==> src/rtl/alu_pkg.sv <==
// Shared types for the sequential ALU: opcodes, FSM states and flag bit positions.
package alu_pkg;

  typedef enum logic [2:0] {
    OP_ADD = 3'b000,
    OP_AND = 3'b001,
    OP_OR  = 3'b010,
    OP_SUB = 3'b011,
    OP_XOR = 3'b100,
    OP_SHL = 3'b101,
    OP_SHR = 3'b110,
    OP_MUL = 3'b111
  } alu_op_e;

  typedef enum logic {
    IDLE = 1'b0,
    MUL  = 1'b1
  } state_e;

  // Bit positions inside status {C,Z,N,V}
  localparam int FLAG_C = 3;
  localparam int FLAG_Z = 2;
  localparam int FLAG_N = 1;
  localparam int FLAG_V = 0;

endpackage

==> src/rtl/alu_mul_seq.sv <==
// Iterative shift-add multiplier: one partial product per run cycle, WIDTH steps total.
// prod is the accumulator value after the current step, so the caller can capture it on the done edge.
module alu_mul_seq #(
  parameter int WIDTH = 8
) (
  input  logic               clk,
  input  logic               rst_n,
  input  logic               start,
  input  logic               run,
  input  logic [WIDTH-1:0]   a,
  input  logic [WIDTH-1:0]   b,
  output logic               done,
  output logic [2*WIDTH-1:0] prod
);

  localparam int CW = (WIDTH > 1) ? $clog2(WIDTH) : 1;
  localparam logic [CW-1:0] LAST = CW'(WIDTH - 1);

  logic [2*WIDTH-1:0] acc_q;
  logic [2*WIDTH-1:0] mcand_q;
  logic [WIDTH-1:0]   mplier_q;
  logic [CW-1:0]      cnt_q;
  logic [2*WIDTH-1:0] addend;

  always_comb begin
    addend = mplier_q[0] ? mcand_q : '0;
    prod   = acc_q + addend;
    done   = run && (cnt_q == LAST);
  end

  always_ff @(posedge clk or negedge rst_n) begin
    if (!rst_n) begin
      acc_q    <= '0;
      mcand_q  <= '0;
      mplier_q <= '0;
      cnt_q    <= '0;
    end else if (start) begin
      acc_q    <= '0;
      mcand_q  <= {{WIDTH{1'b0}}, a};
      mplier_q <= b;
      cnt_q    <= '0;
    end else if (run) begin
      acc_q    <= prod;
      mcand_q  <= mcand_q << 1;
      mplier_q <= mplier_q >> 1;
      cnt_q    <= cnt_q + CW'(1);
    end
  end

endmodule

==> src/rtl/alu_seq.sv <==
// Sequential ALU with valid/ready on both sides, registered result/flags and an optional iterative MUL.
// state | meaning
// IDLE  | accepting requests; single-cycle ops complete at the accept edge
// MUL   | multiplier stepping; input side blocked until the final step loads the result
module alu_seq
  import alu_pkg::*;
#(
  parameter int WIDTH  = 8,
  parameter bit MUL_EN = 1'b1
) (
  input  logic             clk,
  input  logic             rst_n,
  input  logic             in_valid_i,
  output logic             in_ready_o,
  input  alu_op_e          op_i,
  input  logic [WIDTH-1:0] a_i,
  input  logic [WIDTH-1:0] b_i,
  input  logic             ci_i,
  output logic             out_valid_o,
  input  logic             out_ready_i,
  output logic [WIDTH-1:0] result_o,
  output logic [3:0]       status_o,
  output logic             busy_o
);

  localparam int SHW = $clog2(WIDTH);

  state_e             state_q, state_d;
  logic               accept;
  logic               mul_start;
  logic               sc_load;
  logic               mul_done;
  logic [2*WIDTH-1:0] mul_prod;

  logic [SHW-1:0]     sh;
  logic [WIDTH:0]     sum, diff, shl, shr;
  logic [WIDTH-1:0]   sc_r;
  logic               sc_c, sc_v;
  logic [3:0]         sc_flags;
  logic [WIDTH-1:0]   mul_r;
  logic [3:0]         mul_flags;

  assign in_ready_o = (state_q == IDLE) && (!out_valid_o || out_ready_i);
  assign busy_o     = (state_q == MUL);
  assign accept     = in_valid_i && in_ready_o;
  assign mul_start  = accept && (op_i == OP_MUL) && MUL_EN;
  assign sc_load    = accept && !mul_start;
  assign sh         = b_i[SHW-1:0];

  always_comb begin
    sum  = {1'b0, a_i} + {1'b0, b_i} + {{WIDTH{1'b0}}, ci_i};
    diff = {1'b0, a_i} - {1'b0, b_i} - {{WIDTH{1'b0}}, ci_i};
    // Extra bit beside the shifted operand catches the last bit shifted out; sh==0 leaves it 0.
    shl  = {1'b0, a_i} << sh;
    shr  = {a_i, 1'b0} >> sh;
    sc_r = '0;
    sc_c = 1'b0;
    sc_v = 1'b0;
    case (op_i)
      OP_ADD: begin
        sc_r = sum[WIDTH-1:0];
        sc_c = sum[WIDTH];
        sc_v = (a_i[WIDTH-1] == b_i[WIDTH-1]) && (sum[WIDTH-1] != a_i[WIDTH-1]);
      end
      OP_SUB: begin
        sc_r = diff[WIDTH-1:0];
        sc_c = diff[WIDTH];
        sc_v = (a_i[WIDTH-1] != b_i[WIDTH-1]) && (diff[WIDTH-1] != a_i[WIDTH-1]);
      end
      OP_AND: sc_r = a_i & b_i;
      OP_OR:  sc_r = a_i | b_i;
      OP_XOR: sc_r = a_i ^ b_i;
      OP_SHL: begin
        sc_r = shl[WIDTH-1:0];
        sc_c = shl[WIDTH];
      end
      OP_SHR: begin
        sc_r = shr[WIDTH:1];
        sc_c = shr[0];
      end
      default: sc_r = '0;
    endcase
    sc_flags         = '0;
    sc_flags[FLAG_C] = sc_c;
    sc_flags[FLAG_Z] = (sc_r == '0);
    sc_flags[FLAG_N] = sc_r[WIDTH-1];
    sc_flags[FLAG_V] = sc_v;
  end

  always_comb begin
    mul_r             = mul_prod[WIDTH-1:0];
    mul_flags         = '0;
    mul_flags[FLAG_C] = |mul_prod[2*WIDTH-1:WIDTH];
    mul_flags[FLAG_Z] = (mul_r == '0);
    mul_flags[FLAG_N] = mul_r[WIDTH-1];
    mul_flags[FLAG_V] = 1'b0;
  end

  generate
    if (MUL_EN) begin : g_mul
      alu_mul_seq #(.WIDTH(WIDTH)) u_mul (
        .clk   (clk),
        .rst_n (rst_n),
        .start (mul_start),
        .run   (state_q == MUL),
        .a     (a_i),
        .b     (b_i),
        .done  (mul_done),
        .prod  (mul_prod)
      );
    end else begin : g_no_mul
      assign mul_done = 1'b0;
      assign mul_prod = '0;
    end
  endgenerate

  always_ff @(posedge clk or negedge rst_n) begin
    if (!rst_n) state_q <= IDLE;
    else        state_q <= state_d;
  end

  always_comb begin
    state_d = state_q;
    case (state_q)
      IDLE:    if (mul_start) state_d = MUL;
      MUL:     if (mul_done)  state_d = IDLE;
      default: state_d = IDLE;
    endcase
  end

  // The output register is always empty while in MUL, so a MUL completion never competes with a drain.
  always_ff @(posedge clk or negedge rst_n) begin
    if (!rst_n) begin
      out_valid_o <= 1'b0;
      result_o    <= '0;
      status_o    <= '0;
    end else if (sc_load) begin
      out_valid_o <= 1'b1;
      result_o    <= sc_r;
      status_o    <= sc_flags;
    end else if (mul_done) begin
      out_valid_o <= 1'b1;
      result_o    <= mul_r;
      status_o    <= mul_flags;
    end else if (out_ready_i) begin
      out_valid_o <= 1'b0;
    end
  end

endmodule

==> config.mk <==
export PLATFORM = sky130hd
export DESIGN_NAME = alu_seq
export DESIGN_NICKNAME = d
export VERILOG_FILES = /design/src/rtl/alu_pkg.sv /design/src/rtl/alu_mul_seq.sv /design/src/rtl/alu_seq.sv
export SDC_FILE = /design/constraint.sdc
export NUM_CORES = 1
export LEC_CHECK = 0
export CELL_PAD_IN_SITES_DETAIL_PLACEMENT = 1
export CELL_PAD_IN_SITES_GLOBAL_PLACEMENT = 2
export CORE_MARGIN = 8
export CORE_UTILIZATION = 33
export CTS_CLUSTER_SIZE = 10
export DETAILED_ROUTE_END_ITERATION = 8
export GPL_TIMING_DRIVEN = 0
export PLACE_DENSITY = 0.83
export SLEW_MARGIN = 20
export SYNTH_ARGS = -nofsm -noshare
export SYNTH_HDL_FRONTEND = slang
export SYNTH_SLANG_ARGS = --single-unit
==> constraint.sdc <==
create_clock -name clk -period 2.9 [get_ports clk]
set_input_delay 0.58 -clock clk [delete_from_list [all_inputs] [get_ports clk]]
set_output_delay 0.58 -clock clk [all_outputs]
set_load 0.005 [all_outputs]
---- Word-level counts from Yosys, hierarchy flattened ----
Index checks and enable logic that the tools add are counted.
word-level totals
  register bits ........................... 57
  bits of input ports ..................... 24
  word-level logic and storage cells ...... 71
cells by class
  add/subtract/negate cells ............... 6
  equal/unequal tests ..................... 12
  shift-type cells ........................ 2
  multiplexer cells ....................... 22
  bitwise logic cells ..................... 4
  reduce and logical (&&, ||, !) cells .... 17
operators by type and width
  operator                                                                number
  16-bit 2-to-1 mux                                                       5
  8-bit case mux with 7 select lines                                      1
  8-bit 2-to-1 mux                                                        4
  16-bit adder                                                            1
  8-bit logical NOT                                                       2
  3-bit equality test (second input constant)                             5
  8-bit by 8-bit adder with 9-bit output                                  1
  9-bit by 1-bit adder with 9-bit output                                  1
  8-bit by 3-bit left shift with 9-bit output                             1
  9-bit by 3-bit right shift with 9-bit output                            1
  8-bit by 8-bit subtractor with 9-bit output                             1
  9-bit by 1-bit subtractor with 9-bit output                             1
  8-bit bitwise AND                                                       1
  4-bit 2-to-1 mux                                                        2
  8-bit OR                                                                1
  8-bit OR reduction                                                      1
  8-bit bitwise XOR                                                       1
  1-bit logical AND                                                       7
  3-bit by 2-bit equality test with 1-bit output (second input constant)  2
  3-bit 2-to-1 mux                                                        2
  1-bit 2-to-1 mux                                                        5
  1-bit case mux with 2 select lines                                      2
  1-bit case mux with 4 select lines                                      1
  2-bit nonzero test                                                      2
  other kinds (9)                                                         12

---- Depth between registers and ports, before layout ----
Gate-level depths: netlist (run 1).
  depth after elaboration ................. 8
  gate-level depth with buffers ........... 12

---- Modules after synthesis ----
A second synthesis (run 1) with hierarchy kept.
second synthesis, totals
  cell total of the unflattened synthesis .. 640
  area total of the unflattened synthesis .. 5,469.0 um^2
modules (own cells, without submodules)
  module       instances  cells an instance  area each (um^2)  sequential area each (um^2)
  alu_mul_seq  1          300                2,797.7           1,076.0
  alu_seq      1          340                2,671.3           325.3

---- Least setup slack after synthesis (run 1) ----
Ideal clock, no wire load.
  kind .................................... input-to-reg
  start point ............................. in b_i[0]
  end point ............................... reg status_o[2]
  arrival ................................. 3,004 ps
  required time ........................... 2,805 ps
  setup slack ............................. -200 ps
  cell stages on the path ................. 11
  buffers on the path ..................... 1
  cell sequence ........................... buf_2 -> inv_1 -> fa_1 -> fa_1 -> mux2i_1 -> nor3b_1 -> a221oi_1 -> o211ai_1 -> a2111oi_0 -> nand4_1 -> o31ai_1
between the ends
  cells in the longest elaborated chain, start to end .. 5
RTL lines
  item                                                                                                          RTL line                      RTL
  start: declaration                                                                                            alu_seq.sv:17                 input logic [WIDTH-1:0] b_i,
  8-bit by 8-bit subtractor with 9-bit output / 8-bit by 8-bit adder with 9-bit output (equally long branches)  alu_seq.sv:52, alu_seq.sv:51
  9-bit by 1-bit subtractor with 9-bit output / 9-bit by 1-bit adder with 9-bit output (equally long branches)  alu_seq.sv:52, alu_seq.sv:51
  8-bit case mux with 7 select lines *                                                                          alu_seq.sv:59                 case (op_i)
  8-bit logical NOT *                                                                                           alu_seq.sv:85                 sc_flags[FLAG_Z] = (sc_r == '0);
  4-bit 2-to-1 mux *                                                                                            alu_seq.sv:137                end else if (sc_load) begin
  end signal: assignment                                                                                        alu_seq.sv:140                status_o <= sc_flags;
  end signal: assignment                                                                                        alu_seq.sv:144                status_o <= mul_flags;
  end: declaration                                                                                              alu_seq.sv:22                 output logic [3:0] status_o,
Every way passes the cells marked *; elsewhere a longest branch is shown, timed or not.
A chain may end at the register's enable or synchronous reset.

---- Final worst setup path (run 1) ----
  start point ............................. reg g_mul.u_mul.mplier_q[0]
  end point ............................... reg status_o[3]
between the ends
  cells in the longest elaborated chain, start to end .. 5
RTL lines
  item                      RTL line           RTL
  start: declaration        alu_mul_seq.sv:21  logic [WIDTH-1:0] mplier_q;
  start signal: assignment  alu_mul_seq.sv:45  mplier_q <= mplier_q >> 1;
  16-bit 2-to-1 mux         alu_mul_seq.sv:26  addend = mplier_q[0] ? mcand_q : '0;
  16-bit adder              alu_mul_seq.sv:27  prod = acc_q + addend;
  8-bit OR reduction        alu_seq.sv:93      mul_flags[FLAG_C] = |mul_prod[2*WIDTH-1:WIDTH];
  4-bit 2-to-1 mux          alu_seq.sv:141     end else if (mul_done) begin
  4-bit 2-to-1 mux          alu_seq.sv:137
Every way passes these cells. The select of a mux whose other input is x is not followed.

==> results of run 1 <==
## per-stage QoR
stage | area [um2] | std cells | setup slack (ps) | hold slack (ps)
2_1_floorplan | 5090 | 597 | -66.0 | 284
3_3_place_gp | 5700 | 823 | -1590 | 486
3_5_place_dp | 5720 | 824 | -1670 | 497
4_1_cts | 6230 | 844 | -271 | 201
5_1_grt | 6430 | 853 | -389 | 215
6_report | 6430 | 853 | -300 | 188
## registers in the layout, summed over array words and instances (netlist names)
register              cells
g_mul.u_mul.acc_q        16
g_mul.u_mul.mcand_q      16
g_mul.u_mul.mplier_q      8
result_o                  7
status_o                  4
g_mul.u_mul.cnt_q         3
busy_o                    1
out_valid_o               1
## worst reg2reg max path: cells and delay by family (launching register included)
kind | cells | cell delay [ps]
flip-flops | 1 | 450
adder cells (fa/ha/maj) | 2 | 520
AND/OR/NAND/NOR | 3 | 1000
AO/OA/AOI/OAI | 4 | 980
XOR/XNOR | 1 | 130
## layer usage
metal	vias up	part of all wire [%]	track usage, %
met4	0	1.7	4.06
met1	2391	44	22.1
met2	98	49	30.1
met3	23	4.9	2.84
met5	-	0	0
li1	2283	-	-
## power by group
| part | internal (mW) | switching (mW) |
|---|---|---|
| combinational | 1.05 | 1.32 |
| clock | 0.323 | 0.301 |
| sequential | 1.11 | 0.240 |
## cells by family (layout without fill, tap and decap cells)
kind of cell	count (synthesis)	after routing
fa+ha+maj	53	53
buf+inv	67	135
mux	36	36
flops	56	56
xor+xnor	24	24
simple gates	207	207
compound gates	154	154
## final timing paths
kind / slack (ps) / to / depth (start not counted) / startpoint
max: -300 / status_o[3]$_DFFE_PN0P_ / 10 / g_mul.u_mul.mplier_q[0]$_DFFE_PN0P_
min: 190 / g_mul.u_mul.acc_q[6]$_DFFE_PN0P_ / 1 / rst_n
max reg2reg: -300 / status_o[3]$_DFFE_PN0P_ / 10 / g_mul.u_mul.mplier_q[0]$_DFFE_PN0P_
min reg2reg: 510 / g_mul.u_mul.cnt_q[0]$_DFFE_PN0P_ / 1 / g_mul.u_mul.cnt_q[0]$_DFFE_PN0P_
max in group asynchronous: 2210 / g_mul.u_mul.mcand_q[0]$_DFFE_PN0P_ / 2 / rst_n
min in group clk: 510 / g_mul.u_mul.cnt_q[0]$_DFFE_PN0P_ / 1 / g_mul.u_mul.cnt_q[0]$_DFFE_PN0P_
## final cells by class
cell class | instances | area [um2] | area share (%)
Buffer | 34 | 198 | 3.08
Clock inverter | 3 | 21.3 | 0.331
Clock buffer | 5 | 125 | 1.95
Multi-Input combinational cell | 474 | 3750 | 58.4
Tap cell | 188 | 235 | 3.66
Timing Repair Buffer | 61 | 564 | 8.78
Inverter | 32 | 126 | 1.97
Sequential cell | 56 | 1400 | 21.8
## cell usage in the layout, fill, tap and decap left out, types with 5 or more instances in the layout
cell type,n
mux2i_1,29
fa_2,5
buf_4,26
ha_4,12
clkbuf_16,5
a31oi_1,5
a211oi_1,5
nor3_1,18
a21o_1,8
nor2_1,47
inv_1,25
clkdlybuf4s50_1,22
nand2b_1,6
o211ai_1,5
o21ai_1,5
clkbuf_1,18
mux4_2,7
buf_6,5
xnor2_1,15
xor2_1,7
a21oi_1,16
dfrtp_1,55
a22oi_1,21
inv_2,5
clkbuf_2,6
o21ai_0,34
a22o_1,5
ha_1,34
and2_1,17
nand3_1,11
nand2_1,74
## repair_timing
item	4_1_cts	5_1_grt
endpoints found under the setup margin	12	6
endpoints found under the hold margin	0	0
setup buffers	13	9
pin swaps	19	20
resized for setup	112	34
==> metrics.yaml, run 1 <==
die:
  core-area_um2: 15100
  fp.dieW_um: 140
  die_h_um: 140
  dieArea_um2: 19600
  io_pins: 39
  num_rows: 45
  start_util_pct: 33.5
timing:
  finalHoldViolCount: 0
  grt_setup_unrepaired: "true"
  tightest_slew_ps: 774
  skew_ps: 13.3
  maxSlewHeadroom_pct: 48.4
  setup_slack_ps: -300
  setup_violations: 2
  fmax_ghz: 0.312
  period_needed_ps: 3200
  fin_tns_setup_ps: -353
  post-route-period-util_pct: 110
  maxSlewViolCount: 0
setup_path:
  worstPathCellList: "and2_4 -> ha_4 -> fa_2 -> a211oi_4 -> o21ai_4 -> a31oi_2 -> xnor2_1 -> or3_1 -> or4b_4 -> o41a_1"
  critical_path_arrival_ps: 3380
  path_class: "register to register"
  crit_path_max_incr_delay_ps: 520
  critPathMaxFanout: 8
  crit_slowest_cell: "or4b_4"
  critPathTopFamily: "simple AND/OR/NAND/NOR gates"
  worstSetupEndpointType: "register"
  startpoint_type: "register"
  required_ps: 3080
  crit_buf_inv: 0
final_layout:
  drive_gt1_share_pct: 18.8
  num-fill-cells: 1784
  fin_util_pct: 42.6
  antenna_cells: 0
  synthToLayoutAreaGrowth_pct: 27.0
  nNetsFinal: 741
route:
  wl_mm: 17.4
  num_vias: 4795
  drt_first_pass_iters: 4
  ant_nets: 0
  vias_per_cell: 5.62
  wl_per_cell_um: 20.4
  drt_drc_violations_left: 0
  drt_iter0_drc: 200
synth:
  syn-num-nets: 674
  ys_seq_area_share_pct: 27.7
  synth_top_area_cell: "dfrtp_1"
  synth_common_cells: "74 x nand2_1, 56 x dfrtp_1, 49 x nor2_1"
  yosysWarningCount: 0
  avgSynthCellArea_um2: 8.48
  synth_top_area_share_pct: 27.7
  yosys.area_share.simple_pct: 19.4
  ys_async_sr_fraction_pct: 100
  synth_top_family_by_area: "compound AO/OA/AOI/OAI gates"
  syn_inst: 597
  ys_ff_latch: 56
  muxShareOfSynthArea_pct: 8.85
  synthTopCellsByArea: "dfrtp_1 28%, ha_1 12%, mux2i_1 5.7%"
  synthAdderAreaFrac_pct: 13.8
  synth.distinct_cells: 68
  synth_compound_area_share_pct: 20.7
  synthXorXnorAreaFrac_pct: 4.15
  ys.flop_type: "dfrtp_1"
  netlist_area_um2: 5060
  synth-edff-count: 0
  yosysMostFrequentCell: "nand2_1"
outcome:
  status: "finished, violations left"
  violations: "negative setup slack"
power_and_ir_drop:
  p_per_area_nw_per_um2: 676
  power.total_mw: 4.34
  leakage_nw: 2.83
  ir_worst_vdd_mv: 0.277
clock_network:
  path_clk_slew_ps: 80
  cts_made_buffers: 5
  worstSkewPairLatency_ps: 300
  cts_htree_levels: 2
  hold_buffers: 0
  cts.path.max_buffers: 2
  cts_tree: "done"
  root_buffer: "clkbuf_16"
  clock_sinks: 56
grt:
  grt_usage_pct: 17.4
  grt_pass1_wl_mm: 27.6
  antenna_found_initial: 0
  grt_start_max_net_pins: 32
  gr-total-overflow: 0
  grt_pass1_vias: 5113
placed_design:
  dp_hpwl_mm: 13.4
  portBuffers: 38
  gp_congestion: 0.868
flow_run:
  drv_cap: 0
min_path:
  hold_class: "input pin to asynchronous set/reset pin"
Power figures use the tool's default switching activity.
==> run 2, diff against run 1 <==
Settings changed: MAX_ROUTING_LAYER set to met4, REMOVE_ABC_BUFFERS set to 1.
==> run 2 against run 1 <==
  * Die area unchanged
  * Routed wire length decreased by 6.0%
  * First-iteration DRC count increased by 49%
  * Critical path type unchanged
  * Final area decreased by 2.0%
  * Sequential power increased by 4%
  * Clock skew decreased by 4.0 ps
  * Clock power increased by 1%
  * The run still ends with negative setup slack left
  * Cell count decreased by 3.4%
  * Global-route usage decreased by 0.43 points
==> metrics.yaml, run 2 (synthesis results as in run 1) <==
setup_path:
  required_ps: 3070  # about the same
  startpoint_type: "register"
  critical_path_arrival_ps: 3320  # -60 ps
  critPathMaxFanout: 4  # -4
  path_class: "register to register"
  worstSetupEndpointType: "register"
clock_network:
  path_clk_slew_ps: 70  # about the same
  cts_htree_levels: 2  # unchanged
  worstSkewPairLatency_ps: 300  # about the same
  root_buffer: "clkbuf_16"
  cts.path.max_buffers: 2  # unchanged
  cts_made_buffers: 5  # unchanged
  clock_sinks: 56  # unchanged
  cts_tree: "done"
  hold_buffers: 0  # unchanged
power_and_ir_drop:
  power.total_mw: 4.28  # -1.4%
  ir_worst_vdd_mv: 0.281  # +1.6%
  p_per_area_nw_per_um2: 680  # +0.57%
  leakage_nw: 2.75  # -2.7%
final_layout:
  fin_util_pct: 41.7  # -0.85 points
  synthToLayoutAreaGrowth_pct: 24.5
  top_regs: "g_mul.u_mul.acc_q: 16 flops, g_mul.u_mul.mcand_q: 16 flops, g_mul.u_mul.mplier_q: 8 flops"
  antenna_cells: 0  # unchanged
  nNetsFinal: 712  # -3.9%
  final_cell_mix: "74 x nand2_1, 54 x dfrtp_1, 47 x nor2_1"
  final_common_cell: "nand2_1"
  drive_gt1_share_pct: 18.4  # -0.40 points
die:
  die_h_um: 140  # unchanged
  core-area_um2: 15100  # unchanged
  dieArea_um2: 19600  # unchanged
  io_pins: 39  # unchanged
  start_util_pct: 33.5  # unchanged
  num_rows: 45  # unchanged
  fp.dieW_um: 140  # unchanged
grt:
  antenna_found_initial: 0  # unchanged
  grt_pass1_vias: 5001  # -2.2%
  grt_start_max_net_pins: 57  # +78%
  grt_usage_pct: 16.9  # -0.43 points
  gr-total-overflow: 0  # unchanged
  grt_pass1_wl_mm: 26.2  # -5.1%
timing:
  tightest_slew_ps: 866  # +91.9 ps
  maxSlewHeadroom_pct: 42.1  # -6.3 points
  post-route-period-util_pct: 109  # -1.8 points
  fmax_ghz: 0.318  # +1.6%
  setup_violations: 2  # unchanged
  finalHoldViolCount: 0  # unchanged
  setup_slack_ps: -249  # +50.8 ps
  skew_ps: 9.30  # -4.04 ps
  grt_setup_unrepaired: "true"
  maxSlewViolCount: 0  # unchanged
  period_needed_ps: 3150  # -50.8 ps
flow_run:
  drv_cap: 0  # unchanged
placed_design:
  gp_congestion: 0.891  # +2.8%
  portBuffers: 38  # unchanged
  dp_hpwl_mm: 11.9  # -11%
route:
  vias_per_cell: 5.68  # +1.0%
  drt_iter0_drc: 297  # +49%
  wl_per_cell_um: 19.8  # -2.7%
  num_vias: 4680  # -2.4%
  wl_mm: 16.4  # -6.0%
  drt_first_pass_iters: 4  # unchanged
  drt_drc_violations_left: 0  # unchanged
  ant_nets: 0  # unchanged
min_path:
  hold_class: "input pin to asynchronous set/reset pin"
outcome:
  violations: "negative setup slack"
  status: "finished, violations left"
-- run 2: report_power, final --
part           leakage (nW)  internal (mW)  switching (mW)
sequential            0.728           1.11           0.291
clock                0.0701          0.345           0.286
combinational          1.95           1.05            1.20
total                  2.75           2.50            1.78
-- run 2: final timing paths --
path	start	end	slack [ps]	cells past startpoint
max in group asynchronous	rst_n	busy_o$_DFF_PN0_	2040	1
worst min-delay path	rst_n	result_o[3]$_DFFE_PN0P_	330	1
worst max-delay path	g_mul.u_mul.mplier_q[0]$_DFFE_PN0P_	status_o[3]$_DFFE_PN0P_	-250	10
min in group clk	g_mul.u_mul.mcand_q[2]$_DFFE_PN0P_	g_mul.u_mul.mcand_q[2]$_DFFE_PN0P_	500	2
worst max register to register	g_mul.u_mul.mplier_q[0]$_DFFE_PN0P_	status_o[3]$_DFFE_PN0P_	-250	10
worst min register to register	g_mul.u_mul.mcand_q[2]$_DFFE_PN0P_	g_mul.u_mul.mcand_q[2]$_DFFE_PN0P_	500	2
-- run 2: layout make-up --
type	instances	area, um2
clock buffer	7	143
multi-input combinational	474	3730
fill	1750	8790
inverter	32	128
timing repair buffer	66	652
tap	188	235
sequential	56	1400
clock inverter	1	7.51
-- run 2: worst max-delay path, stage by stage, from the launching register on --
cell and delay [ps]:
dfrtp_2 430, and2_4 150, ha_4 160, fa_2 380, a211oi_4 250, o21ai_2 160, a21oi_2 190, xnor2_1 110
or3_1 360, or4b_1 500, o41a_1 330
-- run 2: routing by layer --
| layer | wire length [um] | vias to the layer above | global-route usage (%) | part of all wire (%) |
|---|---|---|---|---|
| li1 | - | 2223 | - | - |
| met3 | 564 | 24 | 2.05 | 3.4 |
| met2 | 7930 | 96 | 27.8 | 48 |
| met1 | 7510 | 2337 | 21.4 | 46 |
| met5 | 0 | - | - | 0 |
| met4 | 353 | 0 | 5.26 | 2.2 |
-- run 2: what timing repair did --
action	in CTS	in global routing
setup endpoints to repair	13	9
gates resized for setup	108	39
gates cloned	1	0
pin swaps	18	27
buffers inserted	10	15
-- run 2: per-stage QoR --
step,setup TNS [ps],area [um2],cells,hold WS (ps),setup WS [ps]
floorplan,-2940,4910,562,284,-299
global route,-515,6300,824,396,-343
global placement,-88230,5530,788,483,-2340
CTS,-441,6060,809,369,-270
finish,-272,6300,824,330,-249
detailed placement,-20500,5570,790,497,-2510
